--- src/rtl/x_stream_serializer.sv ---
// Parallel-to-serial feeder for the sequence detector: valid/ready word input,
// one-word holding register, gapless bit stream on x with frame markers.
module x_stream_serializer #(
  parameter int WIDTH     = 8,
  parameter bit MSB_FIRST = 1'b1,
  parameter bit IDLE_BIT  = 1'b0
) (
  input  logic             clk,
  input  logic             rst,
  input  logic [WIDTH-1:0] in_data,
  input  logic             in_valid,
  output logic             in_ready,
  output logic             x,
  output logic             x_valid,
  output logic             frame_start,
  output logic             frame_end,
  output logic             busy,
  output logic [15:0]      words_sent
);

  localparam int CW = (WIDTH > 2) ? $clog2(WIDTH) : 1;
  localparam logic [CW-1:0] LAST = CW'(WIDTH - 1);

  typedef enum logic {
    IDLE,
    SHIFT
  } state_t;

  state_t           state;
  logic             hold_full;
  logic [WIDTH-1:0] hold_q;
  logic [WIDTH-1:0] sr;
  logic [CW-1:0]    cnt;
  logic             accept;
  logic             out_bit;
  logic [WIDTH-1:0] sr_shifted;

  assign in_ready   = !hold_full && !rst;
  assign accept     = in_valid && in_ready;
  assign out_bit    = MSB_FIRST ? sr[WIDTH-1] : sr[0];
  assign sr_shifted = MSB_FIRST ? (sr << 1) : (sr >> 1);

  // NOTE: the holding data needs no reset; hold_full alone says whether it is meaningful.
  always_ff @(posedge clk) begin
    if (accept) hold_q <= in_data;
  end

  // Outputs are registered from the current shifter state, so x lags the
  // load edge by one cycle and the markers stay aligned with x.
  always_ff @(posedge clk) begin
    if (rst) begin
      state       <= IDLE;
      hold_full   <= 1'b0;
      sr          <= '0;
      cnt         <= '0;
      x           <= IDLE_BIT;
      x_valid     <= 1'b0;
      frame_start <= 1'b0;
      frame_end   <= 1'b0;
      busy        <= 1'b0;
      words_sent  <= '0;
    end else begin
      x_valid     <= (state == SHIFT);
      x           <= (state == SHIFT) ? out_bit : IDLE_BIT;
      frame_start <= (state == SHIFT) && (cnt == '0);
      frame_end   <= (state == SHIFT) && (cnt == LAST);
      busy        <= (state == SHIFT) || hold_full;

      case (state)
        IDLE: begin
          if (hold_full) begin
            sr        <= hold_q;
            cnt       <= '0;
            hold_full <= 1'b0;
            state     <= SHIFT;
          end
        end
        SHIFT: begin
          if (cnt == LAST) begin
            words_sent <= words_sent + 16'd1;
            cnt        <= '0;
            if (hold_full) begin
              sr        <= hold_q;
              hold_full <= 1'b0;
            end else begin
              sr    <= sr_shifted;
              state <= IDLE;
            end
          end else begin
            sr  <= sr_shifted;
            cnt <= cnt + CW'(1);
          end
        end
        default: state <= IDLE;
      endcase

      // accept requires hold_full==0, so it never collides with a load clearing it
      if (accept) hold_full <= 1'b1;
    end
  end

endmodule
--- config.mk ---
export PLATFORM = sky130hd
export DESIGN_NAME = x_stream_serializer
export DESIGN_NICKNAME = d
export VERILOG_FILES = /design/src/rtl/x_stream_serializer.sv
export SDC_FILE = /design/constraint.sdc
export NUM_CORES = 1
export LEC_CHECK = 0
export ABC_AREA = 0
export ABC_CLOCK_PERIOD_IN_PS = 3300
export BUFFER_PORTS_ARGS = -buffer_cell sky130_fd_sc_hd__buf_2
export CAP_MARGIN = 20
export CORE_MARGIN = 1.5
export CORE_UTILIZATION = 58
export DETAILED_ROUTE_END_ITERATION = 6
export GPL_TIMING_DRIVEN = 0
export PLACE_DENSITY_LB_ADDON = 0.15
export RECOVER_POWER = 100
export SLEW_MARGIN = 20
export SYNTH_ARGS = -nofsm -noshare
export SYNTH_HDL_FRONTEND = slang
export SYNTH_SLANG_ARGS = --single-unit
--- constraint.sdc ---
create_clock -name clk -period 3.3 [get_ports clk]
set_input_delay 0.66 -clock clk [delete_from_list [all_inputs] [get_ports clk]]
set_output_delay 0.66 -clock clk [all_outputs]
set_load 0.03 [all_outputs]
Word level (Yosys, flattened, before mapping)
Index checks and enable logic that the tools add are counted.

word-level totals
  output and inout bits = 22
  logic and storage cells = 40
  input port bits = 11
  flip-flop bits (word level) = 42

operators by class
  eq/ne operators = 3
  $add $sub $neg = 2
  muxes and demuxes = 13
  bitwise logic cells = 1
  reduce and logical (&&, ||, !) cells = 10

operators by type and width
  cell                     count
  $mux W8                  3
  $add A16 B1 Y16 const B  1
  $pmux W8 S2              1
  $mux W3                  2
  $pmux W3 S2              1
  $logic_and A1 B1 Y1      4
  $mux W1                  4
  $pmux W1 S2              2
  $add A3 B1 Y3 const B    1
  $eq A3 B3 Y1 const B     1
  $logic_not A3 Y1         1
  $ne A3 B1 Y1 const B     1
  $logic_not A1 Y1         2
  $ne A2 B2 Y1 const B     1
  $reduce_and A2 Y1        1
  $reduce_or A2 Y1         1
  $logic_or A1 B1 Y1       1
  $not A1 Y1               1

Logic depth before layout (Yosys ltp)
Gate-level depths: netlist (run 1).

  depth after elaboration = 4
  depth in mapped cells = 7
  mapped depth without buffers = 6

Least setup slack after synthesis (run 1)
No wires, ideal clock.

  kind = register to register
  start = register cnt[0]
  end = register words_sent[15]
  data arrival time = 1.703 ns
  buffers on the path = 1
  setup time = 0.121 ns
  slack = 1.476 ns
  stages on the path, launching flop included = 8
  cells stage by stage = dfxtp_1 ha_1 ha_1 and4_1 buf_6 and2_2 nand3_1 mux2_2

between the ends
  longest elaborated chain between the ends = 2

RTL lines
  element                      RTL line  RTL
  start, declared              33        logic [CW-1:0] cnt;
  start signal, assigned       91        cnt <= cnt + CW'(1);
  $eq A3 B3 Y1                 79        if (cnt == LAST) begin
  $reduce_and A2 Y1 (no line)  -
  end signal, assigned         80        words_sent <= words_sent + 16'd1;
  end, declared                18        output logic [15:0] words_sent

No other way between the ends.
A chain may end at the register's enable or synchronous reset.

Final worst setup path (run 1)
Ends and elaborated chain as after synthesis.

==> results of run 1 <==
-- stage by stage --
step / utilization (%) / setup WS [ns] / power [uW]
3_3_place_gp: 68.9 / 1.39 / 635
2_1_floorplan: - / 1.48 / 616
3_5_place_dp: 68.9 / 1.33 / 639
4_1_cts: 71.0 / 1.32 / 893
5_1_grt: 69.6 / 0.862 / 926
6_report: 69.6 / 1.06 / 884
-- kinds of logic (layout without fill, tap and decap cells) --
| kind of cell | after synthesis | in the layout |
|---|---|---|
| buffers and inverters | 12 | 52 |
| adder cells (fa/ha/maj) | 5 | 5 |
| AND/OR/NAND/NOR | 72 | 72 |
| multiplexers | 9 | 9 |
| XOR/XNOR | 11 | 11 |
| AO/OA/AOI/OAI | 19 | 19 |
| flip-flops | 42 | 42 |
-- registers in the layout (all words and copies together) (netlist names) --
register	cells
x_valid	1
state	1
x	1
frame_start	1
hold_full	1
frame_end	1
sr	8
words_sent	16
cnt	3
hold_q	8
busy	1
-- worst reg2reg max path, delay by kind of cell (launching register included) --
kind,cells,cell delay (ns)
AND/OR/NAND/NOR,3,0.61
adder cells (fa/ha/maj),2,0.48
flip-flops,1,0.41
buffers and inverters,1,0.38
multiplexers,1,0.28
-- cell type report --
class	count	area, sq um	area share (%)
buffer	9	35.0	1.79
clock buffer	5	37.5	1.92
clock inverter	3	21.3	1.09
inverter	3	11.3	0.577
multi-input combinational	116	756	38.7
sequential	42	921	47.2
tap	31	38.8	1.99
timing repair buffer	32	131	6.73
-- power by group through the flow --
stage	Sequential (uW)	Combinational, uW	Clock [uW]
2_1_floorplan	566	50.3	0
3_3_place_gp	563	72.0	0
3_5_place_dp	563	75.3	0
4_1_cts	552	75.5	265
5_1_grt	555	81.2	290
6_report	552	73.2	259
-- path summary, 6_finish.rpt --
path / to / slack [ns] / cells past startpoint
worst max-delay path: words_sent[15] / 1.06 / 7
worst min-delay path: hold_q[0] / 0.47 / 1
worst max register to register: words_sent[15] / 1.06 / 7
worst min register to register: x / 0.47 / 1
-- routing by layer --
metal	vias to the layer above	track usage [%]	wire, um
li1	670	-	-
met4	0	12.3	95
met5	-	0	0
met1	611	25.0	1390
met3	14	8.04	179
met2	46	32.8	1490
-- placed cells by master, fill, tap and decap left out, types with 2 or more instances in the layout --
cell type  netlist  final
dfxtp_1         34     34
edfxtp_1         8      8
clkbuf_1         5     31
a211oi_1         7      7
inv_1            3      3
or3_1            2      2
and4_1           3      3
mux2i_1          8      8
ha_1             5      5
a21oi_1          7      7
nor2b_1          2      2
xor2_1          11     11
and2_0           1      3
nand2_1          4      4
nand3_1          7      7
nand4_1          8      8
buf_2            3     10
clkbuf_4         0      5
nor2_1          30     30
and2_1           3      2
==> results_dict.tcl, run 1 <==
set metrics [dict create \
    grt_pass1_wl_um 5220 \
    antenna_found_initial 0 \
    wl_per_cell_um 13.1 \
    synth.most_common_cell "dfxtp_1" \
    clk_path_buf_depth 2 \
    synth_top_family_by_area "simple AND/OR/NAND/NOR gates" \
    setup_viol 0 \
    dr.pass1.iters 6 \
    fmax_ghz 0.446 \
    gp_congestion 0.814 \
    cpMostUsedCell "ha_1" \
    core_sq_um 2810 \
    cts_setup_buffers 0 \
    startpoint_type "flop" \
    clock-sinks 42 \
    syn_area_sq_um 1730 \
    critPathKind "flop to flop" \
    syn_inst 170 \
    p_sw_uw 231 \
    dr_total_vias 1341 \
    dp.cells 233 \
    report.final.slew_viol_count 0 \
    synth_cell_type_count 37 \
    ys_async_sr_fraction_pct 0 \
    crit_arrival_ns 2.51 \
    ioPinCount 33 \
    ys_ff_latch 42 \
    fillers 237 \
    fin_setup_tns_ns 0 \
    power_frac_clock_pct 29.3 \
    switching_share_pct 26.1 \
    synth_enable_flop_cells 8 \
    violations "DRC" \
    cts_root_buf "clkbuf_4" \
    ys_warn_count 0 \
    netlist.top_cell.by_area "dfxtp_1" \
    dp_hpwl_um 2310 \
    synthFlopType "dfxtp_1" \
    grt_pass1_vias 1212 \
    cts_buffers 5 \
    seqPwrFrac_pct 62.4 \
    grt_max_degree 15 \
    synthAdderAreaFrac_pct 3.61 \
    drtAntennaViolNets 0 \
    syn2layout_area_growth_pct 12.6 \
    p_int_uw 654 \
    drive_above_1_share_pct 11.4 \
    combPwrFrac_pct 8.3 \
    seq_area_frac_synth_pct 53.1 \
    clk_pin_slew_ns 0.13 \
    dieArea_sq_um 3330 \
    htreeDepth 2 \
    drt_wl_total_um 3160 \
    p_leak_uw 0.000740 \
    worst-path-buf-inv 1 \
    die_w_um 57.7 \
    synth-simple-area-share_pct 21.9 \
    startpoint "cnt[0]" \
    cp.required_ns 3.57 \
    insertion_delay_ns 0.36 \
    status "complete, but fails checks" \
    p_per_area_nw_per_um2 453 \
    critical_path.max_stage_delay_ns 0.41 \
    drv_cap 0 \
    hp-class "input port to flop" \
    drc 9 \
    rsz0062_at_grt "no" \
    placed_cell_area_sq_um 1930 \
    viasPerCell 5.56 \
    crit_slowest_cell "dfxtp_1" \
    synth_fp_nets 186 \
    cp_top_family "simple AND/OR/NAND/NOR gates" \
    fin_crit_sh_pct 67.9 \
    muxShareOfSynthArea_pct 5.27 \
    holdWs_ns 0.467 \
    start_util_pct 61.8 \
    insertedDiodeCount 0 \
    fin_skew_ns 0.0118 \
    worstPathCellList "ha_1 > ha_1 > and4_1 > clkbuf_1 > and2_0 > nand3_1 > mux2_2" \
    yosys.area_share.xor_xnor_pct 5.56 \
    nets 225 \
    worstMarginPinSlew_ns 0.472 \
    synth_top_area_share_pct 39.2 \
    synth.avg_cell_area_sq_um 10.2 \
    grt_remaining_overflow 0 \
    synthTopCellsByCount "dfxtp_1 (34), nor2_1 (30), xor2_1 (11)" \
    worstPathMaxFanout 10 \
    synth_compound_area_share_pct 7.29 \
    post_cts_resized 0 \
    rows 19 \
    irDropWorstVdd_v 0.000288 \
    worstReg2RegStart "cnt[0]" \
    cts_tree "yes" \
    hp-start "in_data[0]" \
    hold_viol 0 \
    layoutNonFillerInstCount 241 \
    drt-initial-drc-count 87 \
    critPathCaptureType "flop" \
    die_h_um 57.7 \
    io_buffer_count 32 \
    hold_buffers 0 \
    design_area_sq_um 1950 \
    fin_crit_ns 2.24 \
    synth_area_leaders "dfxtp_1 (39%), edfxtp_1 (14%), nor2_1 (6.5%)" \
    grt_usage_pct 21.1 \
    slew_headroom_pct 68.6 \
]
(Power assumes the default switching activity.)
==> run 2: changes to the inputs <==
--- a/config.mk
+++ b/config.mk
@@ -6,11 +6,11 @@
 export NUM_CORES = 1
 export LEC_CHECK = 0
 export ABC_AREA = 0
-export ABC_CLOCK_PERIOD_IN_PS = 3300
+export ABC_CLOCK_PERIOD_IN_PS = 2060
 export BUFFER_PORTS_ARGS = -buffer_cell sky130_fd_sc_hd__buf_2
 export CAP_MARGIN = 20
 export CORE_MARGIN = 1.5
-export CORE_UTILIZATION = 58
+export CORE_UTILIZATION = 48
 export DETAILED_ROUTE_END_ITERATION = 6
 export GPL_TIMING_DRIVEN = 0
 export PLACE_DENSITY_LB_ADDON = 0.15
==> constraint.sdc (replaced) <==
create_clock -name clk -period 2.06 [get_ports clk]
set_input_delay 0.412 -clock clk [delete_from_list [all_inputs] [get_ports clk]]
set_output_delay 0.412 -clock clk [all_outputs]
set_load 0.03 [all_outputs]
==> run 2 against run 1 <==
  * The flow now finishes without violations
  * Total power up 60%
  * Critical path depth unchanged
  * Final cell count up 6.2%
  * Die area up 20%
  * Via count down 1.6%
  * First-iteration DRC count down 36%
  * Hold slack worse by 0.23 ns
  * Register-to-register slack worse by 0.92 ns
==> results_dict.tcl, run 2 (synthesis gave the netlist of run 1 again) <==
set metrics [dict create \
    nets 225 \
    core_sq_um 3390 \
    cp_top_family "simple AND/OR/NAND/NOR gates" \
    crit_end "words_sent[15]" \
    reg2regPathDepth 7 \
    worstReg2RegEnd "words_sent[15]" \
    switching_share_pct 23.8 \
    dieArea_sq_um 3980 \
    gp_congestion 0.721 \
    startpoint "cnt[0]" \
    cts_tree "yes" \
    p_leak_uw 0.000753 \
    viasPerCell 5.16 \
    drv_cap 0 \
    final_cell_mix "dfxtp_1 (34), nor2_1 (30), clkbuf_1 (29)" \
    dr.max_layer_used "met4" \
    die_h_um 63.1 \
    worstPathMaxFanout 10 \
    mostFrequentLayoutCell "dfxtp_1" \
    largest_reg_flops 16 \
    worst-path-buf-inv 1 \
    dr.pass1.iters 4 \
    start_util_pct 51.2 \
    status "finished clean" \
    drtAntennaViolNets 0 \
    syn2layout_area_growth_pct 14.9 \
    critPathCaptureType "flop" \
    grt_pass1_vias 1271 \
    setup_viol 0 \
    top_register "words_sent" \
    rows 21 \
    p_per_area_nw_per_um2 711 \
    slew_headroom_pct 68.3 \
    antenna_found_initial 0 \
    dp_hpwl_um 2370 \
    hold_buffers 0 \
    design_area_sq_um 1990 \
    grt_pass1_wl_um 5580 \
    insertedDiodeCount 0 \
    cts_root_buf "clkbuf_4" \
    cts_buffers 5 \
    fin_skew_ns 0.0182 \
    crit_slowest_cell "dfxtp_1" \
    fin_crit_sh_pct 93.4 \
    critical_path.max_stage_delay_ns 0.36 \
    drc 0 \
    seqPwrFrac_pct 62.4 \
    hold_viol 0 \
    worstMarginPinSlew_ns 0.476 \
    startpoint_type "flop" \
    combPwrFrac_pct 8.3 \
    cp.required_ns 2.29 \
    drt-initial-drc-count 56 \
    clk_path_buf_depth 2 \
    dr_wl_met3_um 146 \
    drt_wl_total_um 3230 \
    clock-sinks 42 \
    fin_crit_ns 1.92 \
    report.final.slew_viol_count 0 \
    grt_usage_pct 18.0 \
    worstReg2RegStart "cnt[0]" \
    insertion_delay_ns 0.35 \
    worstPathCellList "ha_1 > ha_2 > and4_1 > buf_6 > and2_2 > nand3_1 > mux2_2" \
    die_w_um 63.1 \
    power_frac_clock_pct 29.3 \
    drive_above_1_share_pct 13.8 \
    path_depth 7 \
    critPathKind "flop to flop" \
    wl_met2_um 1640 \
    wl_met1_um 1380 \
    r2r_slack_ns 0.14 \
    io_buffer_count 32 \
    clk_pin_slew_ns 0.11 \
    irDropWorstVdd_v 0.000419 \
    p_sw_uw 337 \
    hp-class "input port to flop" \
    htreeDepth 2 \
    crit_arrival_ns 2.16 \
    dr_total_vias 1320 \
    p_int_uw 1080 \
    layoutNonFillerInstCount 256 \
    wl_per_cell_um 12.6 \
    fmax_ghz 0.520 \
    largest_registers "words_sent x16, hold_q x8, sr x8" \
    placed_cell_area_sq_um 1950 \
    ioPinCount 33 \
    grt_remaining_overflow 0 \
    grt_max_degree 13 \
    dp.cells 248 \
]
==> run 2: changes by cell type in the layout (fill, tap and decap cells not counted) <==
cell / delta
and2_1: -1
and2_2: +1
ha_1: -1
buf_2: +1
clkinvlp_4: -1
o41ai_2: +1
clkbuf_8: +1
clkbuf_1: -2
clkbuf_2: +1
clkinv_4: -1
buf_6: +1
ha_2: +1
o41ai_1: -1
==> run 2: how the worst min path moves through the flow <==
stage                           end        from  cells after the start  slack, ns
after detailed placement          x       sr[7]                      1       0.46
after global placement            x       sr[7]                      1       0.45
after floorplan                   x       sr[7]                      1       0.43
after global routing      hold_q[2]  in_data[2]                      1       0.21
final                     hold_q[0]  in_data[0]                      1       0.24
after CTS                 hold_q[0]  in_data[0]                      1       0.22
==> run 2: worst reg2reg max path, stage by stage (launching register included) <==
cell	delay, ns
dfxtp_1	0.36
ha_1	0.24
ha_2	0.22
and4_1	0.22
buf_6	0.14
and2_2	0.21
nand3_1	0.09
mux2_2	0.33
==> run 2: stage by stage <==
| stage | TNS (ns) | util [%] | total power, uW | setup slack [ns] | hold slack (ns) |
|---|---|---|---|---|---|
| after floorplan | 0 | - | 987 | 0.236 | 0.431 |
| after global placement | 0 | 57.6 | 1020 | 0.139 | 0.447 |
| after detailed placement | 0 | 57.6 | 1020 | 0.0650 | 0.456 |
| after CTS | 0 | 59.4 | 1440 | 0.0481 | 0.225 |
| after global routing | -0.000336 | 58.8 | 1490 | -0.000336 | 0.209 |
| final | 0 | 58.8 | 1420 | 0.135 | 0.240 |
==> run 2: power by group through the flow <==
stage               combinational (uW)  sequential, uW  clock, uW
global route                       133             889        469
detailed placement                 121             903          0
floorplan                         80.6             907          0
CTS                                121             884        431
global placement                   116             901          0
finish                             118             884        415
==> run 2: area by class of cell <==
class	instances	area, sq um
Buffer	9	43.8
Tap cell	46	57.6
Timing Repair Buffer	32	133
Clock buffer	7	55.1
Sequential cell	42	921
Inverter	3	11.3
Fill cell	308	1400
Multi-Input combinational cell	116	767
Clock inverter	1	5.00
==> run 2: what timing repair did <==
item,CTS,global route
resized for setup,0,2
setup endpoints to repair,0,3
setup buffers,0,0
==> run 2: metal layers <==
metal	vias up	GRT usage, %
met4	0	9.17
met2	33	33.2
met5	-	0
met3	5	3.93
met1	613	19.0
li1	669	-
